### src/rtl/fw_cmd_decoder.sv
// ---------------------------------------------------------------------------
// fw_cmd_decoder
//
// Decodes 32-bit firmware command words addressed to this device and turns
// them into held configuration registers, one-cycle strobes and a sticky
// status word. An execute command with a one-hot test number starts a test
// run; the decoder stays busy (cmd_ready low) until the matching test_done
// bit arrives.
//
// Command word: [31:28] device_id, [27:24] op_code, [23:0] body.
//
// Optional feature (macro FW_CMD_DECODER_TIMEOUT_EN):
//   A 16-bit watchdog counts cycles spent running a test. If it reaches
//   16'hFFFF with no matching test_done, status bit 31 is set and the
//   decoder returns to idle.
//
// Ports:
//   fw_axi_clk        in   clock, rising edge
//   fw_rst            in   synchronous active-high reset
//   cmd_word[31:0]    in   command word
//   cmd_valid         in   command present (taken when cmd_valid & cmd_ready)
//   cmd_ready         out  decoder idle, able to take a command
//   test_done[3:0]    in   one-cycle done pulse, bit i for test number 2^i
//   cfg_static_0_reg  out  held body of W_CFG_STATIC_0
//   cfg_static_1_reg  out  held body of W_CFG_STATIC_1
//   execute_cfg_reg   out  held body of W_EXECUTE
//   array_wr          out  one-cycle array write strobe
//   array_sel[1:0]    out  array index 0/1/2 for array_wr
//   array_wdata[23:0] out  array write data
//   read_req          out  one-cycle read strobe
//   read_op[3:0]      out  op_code of the read
//   execute_start     out  one-cycle pulse when a test run begins
//   rst_fw_pulse      out  one-cycle pulse on W_RST_FW
//   status_reg[31:0]  out  sticky status bits (18..30 always zero)
// ---------------------------------------------------------------------------
module fw_cmd_decoder #(
  parameter logic [3:0] FIRMWARE_ID = 4'h1
) (
  input  logic        fw_axi_clk,
  input  logic        fw_rst,
  input  logic [31:0] cmd_word,
  input  logic        cmd_valid,
  output logic        cmd_ready,
  input  logic [3:0]  test_done,
  output logic [23:0] cfg_static_0_reg,
  output logic [23:0] cfg_static_1_reg,
  output logic [23:0] execute_cfg_reg,
  output logic        array_wr,
  output logic [1:0]  array_sel,
  output logic [23:0] array_wdata,
  output logic        read_req,
  output logic [3:0]  read_op,
  output logic        execute_start,
  output logic        rst_fw_pulse,
  output logic [31:0] status_reg
);

  typedef enum logic {
    ST_IDLE = 1'b0,
    ST_RUN  = 1'b1
  } state_t;

  typedef enum logic [3:0] {
    OP_NOOP              = 4'h0,
    OP_W_RST_FW          = 4'h1,
    OP_W_CFG_STATIC_0    = 4'h2,
    OP_R_CFG_STATIC_0    = 4'h3,
    OP_W_CFG_STATIC_1    = 4'h4,
    OP_R_CFG_STATIC_1    = 4'h5,
    OP_W_CFG_ARRAY_0     = 4'h6,
    OP_R_CFG_ARRAY_0     = 4'h7,
    OP_W_CFG_ARRAY_1     = 4'h8,
    OP_R_CFG_ARRAY_1     = 4'h9,
    OP_W_CFG_ARRAY_2     = 4'hA,
    OP_R_CFG_ARRAY_2     = 4'hB,
    OP_R_STATUS          = 4'hC,
    OP_R_EXECUTE_CFG     = 4'hD,
    OP_W_STATUS_FW_CLEAR = 4'hE,
    OP_W_EXECUTE         = 4'hF
  } op_t;

  state_t      r_state;
  logic        r_cmd_ready;
  logic [23:0] r_cfg_static_0;
  logic [23:0] r_cfg_static_1;
  logic [23:0] r_execute_cfg;
  logic        r_array_wr;
  logic [1:0]  r_array_sel;
  logic [23:0] r_array_wdata;
  logic        r_read_req;
  logic [3:0]  r_read_op;
  logic        r_execute_start;
  logic        r_rst_fw_pulse;
  logic [31:0] r_status;
  logic [1:0]  r_test_idx;
`ifdef FW_CMD_DECODER_TIMEOUT_EN
  logic [15:0] r_wd_cnt;
`endif

  op_t         w_op;
  logic [23:0] w_body;
  logic        w_hit;
  logic [3:0]  w_test_num;
  logic        w_test_ok;
  logic [1:0]  w_test_idx;
  logic        w_done_hit;
  logic [4:0]  w_done_bit;

  assign w_op   = op_t'(cmd_word[27:24]);
  assign w_body = cmd_word[23:0];
  // A command counts only when handshaken and addressed to this device.
  assign w_hit  = cmd_valid && r_cmd_ready && (cmd_word[31:28] == FIRMWARE_ID);

  // Test number must be one-hot; its bit position indexes test_done and
  // selects the completion status bit 14+i.
  assign w_test_num = cmd_word[15:12];
  always_comb begin
    w_test_ok  = 1'b1;
    w_test_idx = 2'd0;
    case (w_test_num)
      4'b0001: w_test_idx = 2'd0;
      4'b0010: w_test_idx = 2'd1;
      4'b0100: w_test_idx = 2'd2;
      4'b1000: w_test_idx = 2'd3;
      default: w_test_ok  = 1'b0;
    endcase
  end

  assign w_done_hit = test_done[r_test_idx];
  assign w_done_bit = 5'd14 + {3'b000, r_test_idx};

  // NOTE: all state below is updated with non-blocking assignments so every
  // register samples the pre-edge values, independent of statement order.
  always_ff @(posedge fw_axi_clk) begin
    if (fw_rst) begin
      r_state         <= ST_IDLE;
      r_cmd_ready     <= 1'b1;
      r_cfg_static_0  <= '0;
      r_cfg_static_1  <= '0;
      r_execute_cfg   <= '0;
      r_array_wr      <= 1'b0;
      r_array_sel     <= '0;
      r_array_wdata   <= '0;
      r_read_req      <= 1'b0;
      r_read_op       <= '0;
      r_execute_start <= 1'b0;
      r_rst_fw_pulse  <= 1'b0;
      r_status        <= '0;
      r_test_idx      <= '0;
`ifdef FW_CMD_DECODER_TIMEOUT_EN
      r_wd_cnt        <= '0;
`endif
    end else begin
      // NOTE: strobes default low every cycle so each one lasts exactly one
      // clock; only the command that raises it overrides the default.
      r_array_wr      <= 1'b0;
      r_read_req      <= 1'b0;
      r_execute_start <= 1'b0;
      r_rst_fw_pulse  <= 1'b0;

      case (r_state)
        ST_IDLE: begin
          if (w_hit) begin
            case (w_op)
              OP_W_RST_FW: begin
                r_cfg_static_0 <= '0;
                r_cfg_static_1 <= '0;
                r_execute_cfg  <= '0;
                r_status       <= 32'h0000_0001;
                r_rst_fw_pulse <= 1'b1;
              end
              OP_W_CFG_STATIC_0: begin
                r_cfg_static_0 <= w_body;
                r_status[1]    <= 1'b1;
              end
              OP_W_CFG_STATIC_1: begin
                r_cfg_static_1 <= w_body;
                r_status[3]    <= 1'b1;
              end
              OP_W_CFG_ARRAY_0: begin
                r_array_wr    <= 1'b1;
                r_array_sel   <= 2'd0;
                r_array_wdata <= w_body;
                r_status[5]   <= 1'b1;
              end
              OP_W_CFG_ARRAY_1: begin
                r_array_wr    <= 1'b1;
                r_array_sel   <= 2'd1;
                r_array_wdata <= w_body;
                r_status[7]   <= 1'b1;
              end
              OP_W_CFG_ARRAY_2: begin
                r_array_wr    <= 1'b1;
                r_array_sel   <= 2'd2;
                r_array_wdata <= w_body;
                r_status[9]   <= 1'b1;
              end
              OP_R_CFG_STATIC_0: begin
                r_read_req  <= 1'b1;
                r_read_op   <= cmd_word[27:24];
                r_status[2] <= 1'b1;
              end
              OP_R_CFG_STATIC_1: begin
                r_read_req  <= 1'b1;
                r_read_op   <= cmd_word[27:24];
                r_status[4] <= 1'b1;
              end
              OP_R_CFG_ARRAY_0: begin
                r_read_req  <= 1'b1;
                r_read_op   <= cmd_word[27:24];
                r_status[6] <= 1'b1;
              end
              OP_R_CFG_ARRAY_1: begin
                r_read_req  <= 1'b1;
                r_read_op   <= cmd_word[27:24];
                r_status[8] <= 1'b1;
              end
              OP_R_CFG_ARRAY_2: begin
                r_read_req   <= 1'b1;
                r_read_op    <= cmd_word[27:24];
                r_status[10] <= 1'b1;
              end
              OP_R_STATUS: begin
                r_read_req   <= 1'b1;
                r_read_op    <= cmd_word[27:24];
                r_status[11] <= 1'b1;
              end
              OP_R_EXECUTE_CFG: begin
                r_read_req   <= 1'b1;
                r_read_op    <= cmd_word[27:24];
                r_status[12] <= 1'b1;
              end
              OP_W_STATUS_FW_CLEAR: begin
                r_status <= '0;
              end
              OP_W_EXECUTE: begin
                r_execute_cfg <= w_body;
                r_status[13]  <= 1'b1;
                if (w_test_ok) begin
                  r_state         <= ST_RUN;
                  r_cmd_ready     <= 1'b0;
                  r_execute_start <= 1'b1;
                  r_test_idx      <= w_test_idx;
`ifdef FW_CMD_DECODER_TIMEOUT_EN
                  r_wd_cnt        <= '0;
`endif
                end else begin
                  // Malformed test number: flag it and stay idle.
                  r_status[31] <= 1'b1;
                end
              end
              default: ; // OP_NOOP
            endcase
          end
        end

        ST_RUN: begin
          // Only the done bit of the running test ends the run; a matching
          // done takes priority over a watchdog expiry in the same cycle.
          if (w_done_hit) begin
            r_state              <= ST_IDLE;
            r_cmd_ready          <= 1'b1;
            r_status[w_done_bit] <= 1'b1;
          end
`ifdef FW_CMD_DECODER_TIMEOUT_EN
          else if (r_wd_cnt == 16'hFFFF) begin
            r_state      <= ST_IDLE;
            r_cmd_ready  <= 1'b1;
            r_status[31] <= 1'b1;
          end else begin
            r_wd_cnt <= r_wd_cnt + 16'd1;
          end
`endif
        end

        default: begin
          r_state     <= ST_IDLE;
          r_cmd_ready <= 1'b1;
        end
      endcase
    end
  end

  assign cmd_ready        = r_cmd_ready;
  assign cfg_static_0_reg = r_cfg_static_0;
  assign cfg_static_1_reg = r_cfg_static_1;
  assign execute_cfg_reg  = r_execute_cfg;
  assign array_wr         = r_array_wr;
  assign array_sel        = r_array_sel;
  assign array_wdata      = r_array_wdata;
  assign read_req         = r_read_req;
  assign read_op          = r_read_op;
  assign execute_start    = r_execute_start;
  assign rst_fw_pulse     = r_rst_fw_pulse;
  assign status_reg       = r_status;

endmodule

### config.mk
export PLATFORM = sky130hd
export DESIGN_NAME = fw_cmd_decoder
export DESIGN_NICKNAME = d
export VERILOG_FILES = /design/src/rtl/fw_cmd_decoder.sv
export SDC_FILE = /design/constraint.sdc
export NUM_CORES = 1
export LEC_CHECK = 0
export ABC_AREA = 1
export ABC_CLOCK_PERIOD_IN_PS = 1700
export CORE_ASPECT_RATIO = 2
export CORE_MARGIN = 2
export CORE_UTILIZATION = 45
export DETAILED_ROUTE_END_ITERATION = 10
export GPL_TIMING_DRIVEN = 0
export PLACE_DENSITY = 0.89
export SYNTH_ARGS = -nofsm -noshare
export SYNTH_HDL_FRONTEND = slang
export SYNTH_SLANG_ARGS = --single-unit
### constraint.sdc
create_clock -name fw_axi_clk -period 1.7 [get_ports fw_axi_clk]
set_clock_uncertainty 0.05 [all_clocks]
set_input_delay 0.17 -clock fw_axi_clk [delete_from_list [all_inputs] [get_ports fw_axi_clk]]
set_output_delay 0.17 -clock fw_axi_clk [all_outputs]
set_load 0.1 [all_outputs]
==> results of run 1 <==
## Yosys cell counts, types with 7 or more instances
cell      count  area share (%)
a21oi_1     115              11
inv_1        24             1.8
clkbuf_1     20             1.5
nor2_1       67             4.9
nand4_1      31             3.8
buf_2        16             1.6
buf_4        12             1.8
nand2_1     157              12
inv_2         7            0.51
nand3_1      11             1.1
dfxtp_1     131              51
o21ai_0      14             1.4
o21ai_1      20             2.0
## metrics by stage
step	instances	total power [mW]
floorplan	669	3.50
CTS	1008	7.40
finish	1020	7.41
detailed placement	974	3.70
global placement	974	3.69
global route	1020	7.59
## cells by family (layout without fill, tap and decap cells)
group,Yosys count,count (layout),share of synthesized area [%]
other,1,11,0.0732
buffers and inverters,83,292,7.94
DFF,131,131,51.2
AOI/OAI and AO/OA,157,157,16.2
and+or+nand+nor,287,287,24.6
## per-layer routing
metal  wire [um]  share of wire (%)  GRT usage [%]  up-vias
met3        1160                6.6           6.67      116
met2        9210                 52           50.4      298
met1        5670                 32           25.8     2578
met4        1570                8.9           22.8        0
li1            -                  -              -     2576
met5           0                  0              0        -
## cell type report
class	instances	area (sq um)	area share (%)
Tap cell	142	178	2.23
Multi-Input combinational cell	455	2180	27.4
Inverter	31	116	1.46
Buffer	51	332	4.16
Clock inverter	12	155	1.95
Clock buffer	19	453	5.69
Sequential cell	131	2630	33.0
Timing Repair Buffer	179	1920	24.1
## worst max-delay path by stage
stage                                 startpoint                                end  slack [ns]  cells past startpoint
after floorplan           cmd_ready$_SDFFE_PP1P_       array_wdata[22]$_SDFFE_PP0P_        0.04                      8
after global placement              cmd_word[25]   execute_cfg_reg[10]$_SDFFE_PP0P_       -0.54                      9
after detailed placement            cmd_word[25]    execute_cfg_reg[4]$_SDFFE_PP0P_       -0.55                      9
after CTS                 cmd_ready$_SDFFE_PP1P_  cfg_static_1_reg[22]$_SDFFE_PP0P_      0.0003                      7
after global routing      cmd_ready$_SDFFE_PP1P_         status_reg[2]$_SDFFE_PP0P_       -0.09                      8
final                     cmd_ready$_SDFFE_PP1P_       array_wdata[16]$_SDFFE_PP0P_      -0.002                      8
## worst min-delay path: stages
cell     delay, ns
buf_4         0.15
nand3_1       0.09
a21oi_1       0.06
## power breakdown
part           internal [mW]  switching [mW]
Sequential              3.08         0.00444
Clock                   2.38            1.36
Combinational          0.170           0.419
## timing repair
item,in CTS,in global routing
setup endpoints to repair,209,100
resized for setup,395,32
pin swaps,2,7
buffers inserted,3,13
gates cloned,0,0
==> reports/summary.md, run 1 <==
CTS saw 131 sinks. The library cells used most frequently in the layout, excluding fill and tap cells, are nand2_1, dfxtp_1, clkdlybuf4s15_2. Once the floorplan was initialized, standard cells occupied 45.6% of the core. The area inside the core boundary is 0.0112 sq mm. The critical path in this run is classified as reg -> reg. In this run the cell area measured after placement is 0.00698 sq mm. Static timing analysis puts the maximum clock frequency at 588 MHz.

For this run, the number of Yosys warnings is 0. The clock reaches the later pin of the worst-skew pair after 0.41 ns. Counting both buffers and inverters, the worst setup path holds a total of 2.

The synthesized netlist occupies a cell area of 0.00512 sq mm. For this design the ratio of total power to cell area is 930 mW/mm^2. Buffers inserted during clock tree synthesis total 17. The final layout net count is 905. Clock-pin slew was measured on the worst setup and hold paths at 0.06 ns. Final max-slew violation count: 0. The global route total overflow was 0; the logic depth of the worst register-to-register path was 8. In this run the static leakage power is 2.90 nW.

The tools report the startpoint type of the worst setup path as a flop. The path with the worst hold slack has its endpoint at read_op[0]$_SDFFE_PP0P_. The worst hold path was traced through 3 stages. CTS built an H-tree with a depth of 4. The number of buffers on the longest clock path was 2; the number of cell rows was 55. The number of endpoints with negative hold slack in the final report is 0, and the die outline area is 0.0123 sq mm. For the core occupancy in the finished layout, the log shows 71.0%. The worst hold path begins at cmd_word[24]. The tools report the number of antenna-violating nets in the routed design as 0.

Setup repair after global routing could not meet its margin everywhere. The checks that failed: setup timing. Across the VDD grid, the largest voltage drop is 861 uV. Initial DRC count: 407.

Counting stages on the worst path, the most repeated cell is nand2_4. Relative to the synthesized area, the layout overhead comes to 55.5%. The worst reg2reg path startpoint was cmd_ready$_SDFFE_PP1P_. The wire length of the first global-routing pass was 26500 um.

The most common cell after layout, fill and taps aside was nand2_1. Estimated wirelength of the detail-placed design: 12400 um. The worst setup path is captured at a flop. The run gives -0.00193 ns as the worst path setup slack after routing. The slack of the worst reg-to-reg path came out at -0.002 ns. For the final routed database, the setup TNS stands at -0.00294 ns.

The total via count in the routed design was 5568; the final cell area excluding filler cells was 0.00796 sq mm. Per-cell routed wire length: 17.3 um. The flow ran to the end, but the final reports show violations. The number of antenna violations at the first check in global routing came out at 0. Subtracting the final worst setup slack from the clock period gives 1.70 ns. The number of distinct standard cells referenced by the synthesized netlist was 28; the synthesized area per cell was 7.77 sq um. Counting flops with a built-in enable in the synthesized netlist gives 0.

Max-cap violations in this run came to 0. Cells with a size suffix above 1 make up 28.2% of the layout. For this design the top-level I/O count stands at 178.

The final weighted congestion in routability-driven placement came out at 0.947. Cell chosen for the clock root: clkbuf_16. 0 antenna diodes ended up in the layout. For this run, the leading register cell type out of synthesis is dfxtp_1.

Among all stages on the critical path, the largest delay is contributed by dfxtp_4. The worst hold margin came out at 0.0643 ns. Of all nets on the critical path, the largest fanout is 10.

At the pin with the least slew margin, the transition time is 0.683 ns. In the routed layout, each cell is associated on average with a via count of 5.46. After synthesis, the share of flip-flops with an asynchronous set or reset is 0%. Broken down by cell family, the worst path's largest delay share belongs to simple AND/OR/NAND/NOR gates.

The pre-antenna-repair detailed-routing pass consisted of 5 iterations. Hold repair after CTS inserted 0 buffers. After technology mapping, the gate count stands at 659. TritonCTS built the clock tree. The die height works out to 155 um. The die is 79.4 um wide.

On the worst path, the slowest cell contributes a delay of 0.36 ns. Across every metal layer, demand over resource in global routing totals 28.1%. For the part of the Yosys area used for sequential elements, the log shows 51.2%. Timing analysis after detailed placement gives a worst setup slack of -0.551 ns. Walking the worst path, the cells encountered are nand2_4, inv_2, nand4_1, nor2_4, nand2_4, buf_6, o21ai_1, nor2_1. The number of buffers added on ports is 163. In this run the critical register-to-register path is captured at array_wdata[16]$_SDFFE_PP0P_.

In the routed design, unresolved DRC markers number 0. After filler insertion, the fill cell instance count of the layout stands at 821. Synthesis inferred 131 register bits.

At the worst endpoint, the arrival time is 1.95 ns. The worst path uses 100% of the clock period. Entering global routing, the biggest net connects 17 pins. The min-delay analysis places its worst path in the category in -> reg. The normalized max-slew margin is 54.5%. For the aggregate routed wire length, the log shows 17600 um. STA puts the critical path data required time at 1.95 ns. Setup violations remaining at the end of the flow were counted as 3.

Number of global-route vias before repair: 5415.
(Power assumes the default switching activity.)
==> inputs of run 2 (changes only) <==
- GPL_TIMING_DRIVEN: 0 -> not set
- PLACE_DENSITY: 0.89 -> 0.91
==> reports/summary.md, run 2 (same netlist as run 1, synthesis figures left out) <==
The flow ran to the end, and the final reports show no timing, DRC or antenna violations. The tools report the leakage power summed over all cells as 3.46 nW. The startpoint identified for the worst register-to-register timing path is r_test_idx[0]$_SDFFE_PP0P_. The tools report the initial DRC count as 390. The proportion of layout cells with a drive suffix above 1 is 28.6%, and the die width is 79.4 um. The total power per unit cell area works out to 874 mW/mm^2.

For the number of antenna-violating nets in the routed design, the log shows 0. For the global-route total usage across every layer, the log shows 33.3%. Entering global routing, the biggest net connects 83 pins. Prior to clock tree synthesis, the placed netlist has a worst setup slack of -0.286 ns. The wire length of the first global-routing pass is 31200 um. The run gives 55 as the number of cell rows. The tools report the start point of the critical path as r_test_idx[0]$_SDFFE_PP0P_.

Maximum VDD drop: 875 uV. The post-route DRC violation count was 0; the core occupancy in the finished layout was 79.5%. The startpoint type of the worst setup path was a flop. Using the TritonRoute via totals, the vias-per-cell ratio works out to 5.61.

The logs give 0 for the final max-slew violation count and 6450 um for the detailed-routing wirelength on met1. The largest fanout on the critical path is 9. The number of antenna diodes in the final layout is 0.

Dividing the detail-routed wire length by the instance count gives 19.7 um. In this run the tool buffered the top-level ports with 166 buffer cells. Once placement finished, the instance area stood at 0.00825 sq mm. In the layout the commonest cells are nand2_1, dfxtp_1, a21oi_1.

The logs give 1410 um for the routed length on met3 and 5707 for the total via count in the routed design. Clock-pin slew was measured on the worst setup and hold paths at 0.06 ns. Across all setup checks in the final design, the least slack found is 0.0895 ns.

TritonCTS built the clock tree. The number of endpoints with negative hold slack in the final report was 0. The part of the cycle the worst path needs is 94.7%, and the total of endpoints with negative setup slack in the final report is 0.

The endpoint identified for the worst register-to-register timing path is status_reg[12]$_SDFFE_PP0P_. The worst setup path is of the reg -> reg kind. The worst hold path belongs to the class in -> reg.

For the final weighted congestion in routability-driven placement, the log shows 0.968. The aggregate routed wire length is 20100 um. The worst path needs 1.61 ns of the cycle, external delays included. Count of max-cap constraint violations: 0. The area growth from synthesis to final layout came out at 74.2%.

The wire-length estimate of the detail-placed layout is 13600 um. The run gives 0 as the number of antenna violations at the first check in global routing. The category of the worst setup path capture point was a flop.

The H-tree generated during clock tree synthesis spans 4 levels. Uppermost layer routed: met4. Counting along the longest clock path gives a buffer depth of 2. For this run the aggregate overflow at the end of global routing stands at 0.

The most common cell after layout, fill and taps aside was nand2_1. The tools report the TritonCTS buffer count as 17. Across all hold checks on the routed design, the worst slack comes to 0.101 ns.

The cell chosen for the clock root is clkbuf_16. The number of global-route vias before repair is 5904, and the number of primary I/O pins is 178. The achievable frequency was 621 MHz; the data arrival time of the critical path was 1.90 ns. The first-pass detailed-route iteration total came out at 5.

The finished cells cover 0.00892 sq mm. Setup repair after global routing could not meet its margin everywhere. The die is 155 um tall.

The capture point of the worst path is status_reg[12]$_SDFFE_PP0P_. The clock drives 131 sinks. For the slack of the worst reg-to-reg path, the log shows 0.09 ns.

The logic depth of the worst register-to-register path came out at 8. The initial core utilization was 45.6%; the die outline area was 0.0123 sq mm. For the quantity of hold-fixing buffers added after cts, the log shows 0. The run gives 10800 um as the total length of routed met2 wires.

The clock network latency to the later pin of the worst-skew pair was 0.42 ns; the area inside the core boundary was 0.0112 sq mm. The worst hold path stage count is 4. At the end of the flow, the number of nets in the layout was 902. At the worst endpoint, the required time is 1.99 ns.
## run 2: worst max-delay path: stages (launching register included)
cell and delay, ns:
dfxtp_1 0.48, inv_1 0.13, nand2_1 0.09, nand2_1 0.06, nand2_1 0.06, nand3_1 0.25, nand3_1 0.19, nand2_1 0.07
a21oi_1 0.15
## run 2: power breakdown
| group | internal, mW | total [mW] | switching, mW |
|---|---|---|---|
| Sequential | 3.08 | 3.09 | 0.00876 |
| Combinational | 0.218 | 0.644 | 0.426 |
| Clock | 2.68 | 4.07 | 1.39 |
| Total | 5.97 | 7.80 | 1.82 |
## run 2: layout make-up
| cell class | instances | area, sq um |
|---|---|---|
| multi-input cells | 455 | 2140 |
| inverters | 31 | 116 |
| clock buffers | 19 | 453 |
| clock inverters | 12 | 204 |
| fillers | 633 | 2300 |
| repair buffers | 227 | 3200 |
| flip-flops and latches | 131 | 2630 |
| well taps | 142 | 178 |
## run 2: worst min path at each step
stage,start,slack [ns],end
floorplan,cmd_word[14],0.26,cfg_static_0_reg[14]$_SDFFE_PP0P_
global placement,status_reg[19]$_SDFFE_PP0P_,0.37,status_reg[19]$_SDFFE_PP0P_
detailed placement,status_reg[19]$_SDFFE_PP0P_,0.37,status_reg[19]$_SDFFE_PP0P_
CTS,fw_rst,0.11,status_reg[0]$_SDFFE_PP0P_
global route,fw_rst,0.13,status_reg[0]$_SDFFE_PP0P_
finish,fw_rst,0.10,status_reg[0]$_SDFFE_PP0P_
## run 2: what timing repair did
| action | in CTS | in global routing |
|---|---|---|
| hold endpoints to repair | 0 | 0 |
| gates resized for setup | 0 | 5 |
| setup buffers | 0 | 1 |
| setup endpoints to repair | 0 | 9 |
## run 2: metal layers
metal | track usage (%) | vias to the layer above
met5 | 0 | -
met4 | 22.2 | 0
met3 | 8.06 | 107
met2 | 58.7 | 365
met1 | 33.9 | 2664
li1 | - | 2571
## run 2: through the flow
| step | setup TNS [ns] | total power [mW] | cells |
|---|---|---|---|
| floorplan | 0 | 3.50 | 669 |
| global route | -0.0497 | 7.98 | 1017 |
| CTS | 0 | 7.80 | 1016 |
| detailed placement | -22.55 | 3.77 | 985 |
| global placement | -15.52 | 3.76 | 985 |
| finish | 0 | 7.80 | 1017 |
